[src/rtl/fifo_rd_stream_if.sv]
// Bundle of the FIFO read port and the valid/ready output stream.
// master: the read-side consumer; slave: FIFO side plus downstream sink.
interface fifo_rd_stream_if #(
    parameter int DATA_WIDTH = 8,
    parameter int BUF_DEPTH  = 3,
    parameter int CNT_WIDTH  = 16
);
    localparam int OCC_W = $clog2(BUF_DEPTH + 1);

    logic                  fifo_re;
    logic                  fifo_empty;
    logic [DATA_WIDTH-1:0] fifo_dout;
    logic [DATA_WIDTH-1:0] out_data;
    logic                  out_valid;
    logic                  out_ready;
    logic                  out_last;
    logic [OCC_W-1:0]      occupancy;
    logic [CNT_WIDTH-1:0]  pkt_count;

    modport master (
        output fifo_re,
        input  fifo_empty,
        input  fifo_dout,
        output out_data,
        output out_valid,
        input  out_ready,
        output out_last,
        output occupancy,
        output pkt_count
    );

    modport slave (
        input  fifo_re,
        output fifo_empty,
        output fifo_dout,
        input  out_data,
        input  out_valid,
        output out_ready,
        input  out_last,
        input  occupancy,
        input  pkt_count
    );
endinterface

[src/rtl/fifo_rd_stream.sv]
// Read-side FIFO consumer: prefetch buffer feeding a valid/ready stream,
// with packet delimiting every PKT_LEN beats and a completed-packet count.
// Ports: rclk, r_rst (sync, active-high), flush, bus (FIFO read + stream).
module fifo_rd_stream #(
    parameter int DATA_WIDTH = 8,
    parameter int BUF_DEPTH  = 3,
    parameter int PKT_LEN    = 4,
    parameter int CNT_WIDTH  = 16
) (
    input  logic             rclk,
    input  logic             r_rst,
    input  logic             flush,
    fifo_rd_stream_if.master bus
);
    localparam int PTR_W  = (BUF_DEPTH > 1) ? $clog2(BUF_DEPTH) : 1;
    localparam int OCC_W  = $clog2(BUF_DEPTH + 1);
    localparam int BEAT_W = (PKT_LEN > 1) ? $clog2(PKT_LEN) : 1;

    localparam logic [PTR_W-1:0]  PTR_LAST  = PTR_W'(BUF_DEPTH - 1);
    localparam logic [BEAT_W-1:0] BEAT_LAST = BEAT_W'(PKT_LEN - 1);
    localparam logic [OCC_W:0]    DEPTH     = (OCC_W + 1)'(BUF_DEPTH);

    logic [DATA_WIDTH-1:0] mem_q [BUF_DEPTH];

    logic [PTR_W-1:0]     head_q, head_d;
    logic [PTR_W-1:0]     tail_q, tail_d;
    logic [OCC_W-1:0]     occ_q, occ_d;
    logic                 infl_q, infl_d;
    logic [BEAT_W-1:0]    beat_q, beat_d;
    logic [CNT_WIDTH-1:0] pkt_q, pkt_d;

    logic             valid;
    logic             last;
    logic             issue;
    logic             push;
    logic             pop;
    logic [OCC_W:0]   pending;

    function automatic logic [PTR_W-1:0] ptr_inc(input logic [PTR_W-1:0] p);
        return (p == PTR_LAST) ? '0 : p + 1'b1;
    endfunction

    always_comb begin
        // An in-flight word already owns a buffer slot, so overflow cannot occur.
        pending = {1'b0, occ_q} + {{OCC_W{1'b0}}, infl_q};
        issue   = !r_rst && !flush && !bus.fifo_empty && (pending < DEPTH);
        valid   = (occ_q != '0) && !r_rst;
        last    = valid && (beat_q == BEAT_LAST);
        push    = infl_q;
        pop     = valid && bus.out_ready;

        head_d = head_q;
        tail_d = tail_q;
        occ_d  = occ_q;
        infl_d = issue;
        beat_d = beat_q;
        pkt_d  = pkt_q;

        if (r_rst) begin
            head_d = '0;
            tail_d = '0;
            occ_d  = '0;
            beat_d = '0;
            pkt_d  = '0;
        end else if (flush) begin
            // Clearing infl_q drops the word still arriving on fifo_dout.
            head_d = '0;
            tail_d = '0;
            occ_d  = '0;
            beat_d = '0;
        end else begin
            if (push) begin
                tail_d = ptr_inc(tail_q);
            end
            if (pop) begin
                head_d = ptr_inc(head_q);
                beat_d = last ? '0 : beat_q + 1'b1;
                if (last) begin
                    pkt_d = pkt_q + 1'b1;
                end
            end
            unique case ({push, pop})
                2'b10:   occ_d = occ_q + 1'b1;
                2'b01:   occ_d = occ_q - 1'b1;
                default: occ_d = occ_q;
            endcase
        end
    end

    always_ff @(posedge rclk) begin
        if (r_rst) begin
            head_q <= '0;
            tail_q <= '0;
            occ_q  <= '0;
            infl_q <= 1'b0;
            beat_q <= '0;
            pkt_q  <= '0;
        end else begin
            head_q <= head_d;
            tail_q <= tail_d;
            occ_q  <= occ_d;
            infl_q <= infl_d;
            beat_q <= beat_d;
            pkt_q  <= pkt_d;
        end
    end

    // Storage needs no reset; occupancy alone says which entries are live.
    always_ff @(posedge rclk) begin
        if (push && !r_rst && !flush) begin
            mem_q[tail_q] <= bus.fifo_dout;
        end
    end

    assign bus.fifo_re   = issue;
    assign bus.out_data  = mem_q[head_q];
    assign bus.out_valid = valid;
    assign bus.out_last  = last;
    assign bus.occupancy = occ_q;
    assign bus.pkt_count = pkt_q;
endmodule

[src/flat_wrapper.sv]
// flat-port wrapper written by rule: the top's interface ports become plain ports
module fifo_rd_stream_flat 
#(
    parameter int DATA_WIDTH = 8,
    parameter int BUF_DEPTH  = 3,
    parameter int PKT_LEN    = 4,
    parameter int CNT_WIDTH  = 16
)
  (rclk, r_rst, flush, bus_fifo_re, bus_fifo_empty, bus_fifo_dout, bus_out_data, bus_out_valid, bus_out_ready, bus_out_last, bus_occupancy, bus_pkt_count);
  fifo_rd_stream_if #(.DATA_WIDTH(DATA_WIDTH), .BUF_DEPTH(BUF_DEPTH), .CNT_WIDTH(CNT_WIDTH)) bus_i ();
  input  logic rclk;
  input  logic r_rst;
  input  logic flush;
  output wire logic [$bits(bus_i.fifo_re)-1:0] bus_fifo_re;
  input wire logic [$bits(bus_i.fifo_empty)-1:0] bus_fifo_empty;
  input wire logic [$bits(bus_i.fifo_dout)-1:0] bus_fifo_dout;
  output wire logic [$bits(bus_i.out_data)-1:0] bus_out_data;
  output wire logic [$bits(bus_i.out_valid)-1:0] bus_out_valid;
  input wire logic [$bits(bus_i.out_ready)-1:0] bus_out_ready;
  output wire logic [$bits(bus_i.out_last)-1:0] bus_out_last;
  output wire logic [$bits(bus_i.occupancy)-1:0] bus_occupancy;
  output wire logic [$bits(bus_i.pkt_count)-1:0] bus_pkt_count;
  assign bus_fifo_re = bus_i.fifo_re;
  assign bus_i.fifo_empty = bus_fifo_empty;
  assign bus_i.fifo_dout = bus_fifo_dout;
  assign bus_out_data = bus_i.out_data;
  assign bus_out_valid = bus_i.out_valid;
  assign bus_i.out_ready = bus_out_ready;
  assign bus_out_last = bus_i.out_last;
  assign bus_occupancy = bus_i.occupancy;
  assign bus_pkt_count = bus_i.pkt_count;
  fifo_rd_stream #(.DATA_WIDTH(DATA_WIDTH), .BUF_DEPTH(BUF_DEPTH), .PKT_LEN(PKT_LEN), .CNT_WIDTH(CNT_WIDTH)) u_core (.rclk(rclk), .r_rst(r_rst), .flush(flush), .bus(bus_i));
endmodule
[config.mk]
export PLATFORM = sky130hd
export DESIGN_NAME = fifo_rd_stream_flat
export DESIGN_NICKNAME = d
export VERILOG_FILES = /design/src/rtl/fifo_rd_stream_if.sv /design/src/rtl/fifo_rd_stream.sv /design/src/flat_wrapper.sv
export SDC_FILE = /design/constraint.sdc
export NUM_CORES = 1
export LEC_CHECK = 0
export BUFFER_PORTS_ARGS = -buffer_cell sky130_fd_sc_hd__buf_4
export CAP_MARGIN = 20
export CORE_ASPECT_RATIO = 0.7
export CORE_MARGIN = 2
export CORE_UTILIZATION = 28
export CTS_CLUSTER_DIAMETER = 30
export DETAILED_ROUTE_END_ITERATION = 8
export GPL_TIMING_DRIVEN = 0
export PLACE_DENSITY = 0.46
export SLEW_MARGIN = 20
export SYNTH_ARGS = -nofsm -noshare
export SYNTH_HDL_FRONTEND = slang
export SYNTH_SLANG_ARGS = --single-unit
[constraint.sdc]
create_clock -name rclk -period 2.8 [get_ports rclk]
set_input_delay 0.42 -clock rclk [delete_from_list [all_inputs] [get_ports rclk]]
set_output_delay 0.42 -clock rclk [all_outputs]
set_load 0.1 [all_outputs]
Word-level counts from Yosys, hierarchy flattened
Memories as Yosys holds them, arrays and structs flattened. A register that Yosys moved wholly into a read port is not among the register bits.
Cells that the tools add are included.
{"block": "word_totals", "reg_bits": 25, "ram_bits": 24, "in_bits": 13, "output_inout_bits": 29, "word_cells": 44, "mem_count": 1}
{"block": "op_classes", "addsub": 7, "magnitude_cmp": 1, "n_eq_ne": 5, "mux": 8, "bitwise_logic": 1, "n_reduce_logical": 15}
{"memory": "u_core.mem_q", "depth": 3, "word_bits": 8, "rd": 1, "rd_ports_with_merged_regs": 1, "wr": 1, "line_no": "fifo_rd_stream.sv:23", "text": "logic [DATA_WIDTH-1:0] mem_q [BUF_DEPTH];"}
{"op": "$add A16 B1 Y16 const B", "count": 1}
{"op": "$mux W2", "count": 5}
{"op": "$add A2 B1 Y2 const B", "count": 4}
{"op": "$eq A2 B2 Y1 const B", "count": 4}
{"op": "$logic_and A1 B1 Y1", "count": 8}
{"op": "$pmux W2 S2", "count": 1}
{"op": "$reduce_bool A2 Y1", "count": 2}
{"op": "$add A2 B1 Y3", "count": 1}
{"op": "$logic_not A1 Y1", "count": 3}
{"op": "$lt A3 B2 Y1 const B", "count": 1}
{"op": "$reduce_and A3 Y1", "count": 1}
{"op": "$eq A2 B1 Y1 const B", "count": 1}
{"op": "$mux W1", "count": 2}
{"op": "$reduce_or A2 Y1", "count": 1}
{"op": "$sub A2 B1 Y2 const B", "count": 1}
{"op": "$not A1 Y1", "count": 1}

Depth between registers and ports, before layout
{"block": "depth", "ltp_word": 5, "ltp_mapped": 8}

Worst setup path before layout
No wires, ideal clock.
{"block": "synth_path", "path_type": "reg2out", "startpoint": "register u_core.occ_q[0] (netlist: u_core.bus.occupancy[0])", "endpoint": "output bus_fifo_re", "t_arrival_ns": 6.276, "required_ns": 2.380, "path_slack_ns": -3.896, "path_stages_with_launch": 4, "path_buffers": 0, "path_cell_list": "dfxtp_1 ha_1 ha_1 a2111oi_0"}
{"block": "synth_between", "elab_chain_len": 3}
{"item": "start, declared", "line_no": "fifo_rd_stream.sv:27", "text": "logic [OCC_W-1:0] occ_q, occ_d;"}
{"item": "start signal, assigned", "line_no": "fifo_rd_stream.sv:94", "text": "occ_q <= '0;"}
{"item": "start signal, assigned", "line_no": "fifo_rd_stream.sv:101", "text": "occ_q <= occ_d;"}
{"item": "$add A2 B1 Y3", "line_no": "fifo_rd_stream.sv:45", "text": "pending = {1'b0, occ_q} + {{OCC_W{1'b0}}, infl_q};"}
{"item": "$lt A3 B2 Y1", "line_no": "fifo_rd_stream.sv:46", "text": "issue = !r_rst && !flush && !bus.fifo_empty && (pending < DEPTH);"}
{"item": "$logic_and A1 B1 Y1", "line_no": "fifo_rd_stream.sv:46"}
{"item": "end, declared", "line_no": "flat_wrapper.sv:14", "text": "output wire logic [$bits(bus_i.fifo_re)-1:0] bus_fifo_re;"}
No other way between the ends.

Worst setup path after layout
Ends and elaborated chain as after synthesis.

==> flow_summary.toml <==
[clock_tree]
numClockSinks = 51
ctsHoldBuffers = 0
cts_tree = "done"
htree_levels = 2
clk_pin_slew_worst_paths_ps = 100
clock_path_buffers = 2
clk_latency_ps = 300
cts.root.buffer_cell = "clkbuf_8"
cts_setup_buffers = 0
cts_made_buffers = 5
cts_resized = 0

[global_route]
grt_start_max_net_pins = 17
antenna_found_initial = 0
grt_usage = 0.110
grt_pass1_vias = 1444
gr-total-overflow = 0
grt_pass1_wl_um = 7110

[yosys]
ys_warn_count = 0
synthesis.area_um2 = 2130
synth_area_leader_cell = "edfxtp_1"
synth_area_leaders = "edfxtp_1 34%, dfxtp_1 25%, mux2i_1 4.2%, a21oi_1 4.0%, o21ai_0 3.3%"
synth_top_area_frac = 0.338
synth.ff_latch_count = 51
ys.flop_type = "dfxtp_1"
synth_edf_count = 24
synthTopCellsByCount = "27 x dfxtp_1, 24 x edfxtp_1, 17 x a21oi_1, 17 x nand2_1, 14 x o21ai_0"
synth-seq-area-share = 0.591
synth.most_common_cell = "dfxtp_1"
syn_avg_cell_area_um2 = 11.1
synth.net_count = 210
async_flop_share = 0
synthCells = 192
synth.distinct_cells = 31

[detailed_routing]
routed_wl_um = 4360
dr_total_vias = 1558
viasPerCell = 4.60
drc_errors = 0
first_pass_iters = 4
drt_iter0_markers = 39
wl_per_cell_um = 12.9
final_antenna_net_count = 0

[pwr]
p_comb_frac = 0.045
switching_power_mw = 0.294
peakVddDrop_mv = 0.193
p_leak_nw = 0.936
powerDensity_nw_per_um2 = 532
p_int_mw = 1.16
seqPwrFrac = 0.539
clkPwrFrac = 0.416
p_sw_frac = 0.202

[final_layout]
area_growth_pct = 28.2
nets = 258
drive_gt1_frac = 0.266
diodes = 0
fin_cells = 339
postLayoutCoreUtil = 0.372

[floorplanning]
start_util = 0.290
fp.coreArea_um2 = 7350
die_h_um = 77.0
ioPinCount = 42
die_w_um = 108
fp-row-count = 26
die-area_um2 = 8340

[sta]
clock_skew_ps = 10.2
period_needed_ps = 2350
fin_crit_sh = 0.839
worst_slew_pin_slew_ps = 740
fin_tns_setup_ps = 0
slew_viol_final = 0
maxSlewHeadroom = 0.504
fmax_ghz = 0.426
timing_hold_violations_final = 0
rsz0062_at_grt = "false"
finalSetupViolCount = 0

[worst_setup_path]
cpMaxStageDelayCell = "dfxtp_1"
cp-start-kind = "register"
path_cells = "ha_1 > ha_1 > a2111oi_4 > buf_4"
slowest_delay_ps = 500
cp_max_fo = 7
worst-setup-path-type = "register to output port"
cpMostUsedCell = "ha_1"
end_kind = "output port"
cp.required_ps = 2380
worstPathArrival_ps = 1930

[place]
hpwlAfterDp_um = 3060
placed_cells = 331
place.gp.congestion = 0.738
io_buffers = 40

[outcome]
outcome = "finished clean"

[hold_path]
min-delay-path-class = "input port to register"

[job]
cap_violations = 0
-- power groups by stage --
stage	Clock [mW]	Sequential, mW	Combinational, mW
floorplan	0	0.804	0.0363
global placement	0	0.801	0.0660
detailed placement	0	0.801	0.0662
CTS	0.627	0.784	0.0662
global route	0.653	0.785	0.0709
finish	0.605	0.784	0.0655
-- worst paths after layout --
| check | start | end | slack [ps] | depth (start not counted) |
|---|---|---|---|---|
| min reg2reg | u_core.beat_q[1] | u_core.beat_q[1] | 480 | 2 |
| min | bus_fifo_dout[2] | u_core.mem_q[0][2] | 300 | 1 |
| max | u_core.bus.occupancy[0] | bus_fifo_re | 450 | 4 |
| max reg2reg | u_core.beat_q[0] | u_core.bus.pkt_count[14] | 610 | 6 |
-- cells by family (layout without fill, tap and decap cells) --
kind of cell,after synthesis,in the layout,share of synthesized area
compound gates,39,39,0.103
xor+xnor,7,7,0.0287
fa+ha+maj,5,5,0.0293
buf+inv,14,63,0.0323
flops,51,51,0.591
mux,9,9,0.0422
simple gates,67,67,0.173
-- per-layer routing --
metal  up-vias  part of all wire  track usage  wire [um]
met4         0             0.014       0.0423         60
met1       731              0.54        0.162       2350
met3         5             0.034       0.0315        149
met5         -                 0            0          0
li1        797                 -            -          -
met2        25              0.41        0.149       1800
-- cells in the final DEF (no fill, tap or decap) --
cell         n
and2_1       2
nand4_1      4
or2_2        4
nor3b_2      2
a2111oi_4    1
nor4b_1      1
xnor2_1      4
edfxtp_1    24
nand2_1     17
ha_1         5
clkinvlp_4   1
buf_6        2
nor4bb_1     1
clkbuf_1     5
or3_1        8
nand3_1      5
nor3_1       1
o21ba_2      1
a21oi_1     17
inv_1        6
xor2_1       3
o21ai_1      8
clkbuf_8     5
or2_4        1
or4_4        1
or4_1        6
a2111oi_0    1
dfxtp_1     27
o21ai_0      6
nor3_2       1
and2_2       1
mux2i_1      9
o31ai_1      5
nor2_1      10
nand4b_1     1
nor2b_1      1
buf_4       41
clkbuf_2     1
bufinv_16    2
-- sequential cells by signal (all words and copies together) (netlist names), named ones only --
name,flops
u_core.bus.pkt_count,16
u_core.bus.occupancy,2
u_core.beat_q,2
u_core.mem_q,24
u_core.infl_q,1
u_core.head_q,2
u_core.tail_q,2
-- layout make-up --
| type | count | area [um^2] |
|---|---|---|
| flip-flops and latches | 51 | 1260 |
| repair buffers | 41 | 308 |
| fillers | 753 | 4620 |
| clock inverters | 3 | 67.6 |
| clock buffers | 5 | 68.8 |
| multi-input cells | 127 | 838 |
| inverters | 6 | 22.5 |
| plain buffers | 8 | 46.3 |
| well taps | 98 | 123 |
-- worst max-delay path: cells and delay by family (launching register included) --
kind / cells / cell delay, ps
flip-flops: 1 / 500
adder cells (fa/ha/maj): 2 / 460
AO/OA/AOI/OAI: 1 / 340
buffers and inverters: 1 / 340
-- stage by stage --
stage	worst slack (ps)	hold slack (ps)	power, mW	area [um^2]
6_report	450	304	1.45	2740
5_1_grt	346	286	1.51	2740
3_5_place_dp	552	461	0.867	2600
2_1_floorplan	-419	440	0.840	2150
4_1_cts	425	287	1.48	2740
3_3_place_gp	62.3	447	0.867	2580
Note: power is estimated with default switching activity, not from simulation.
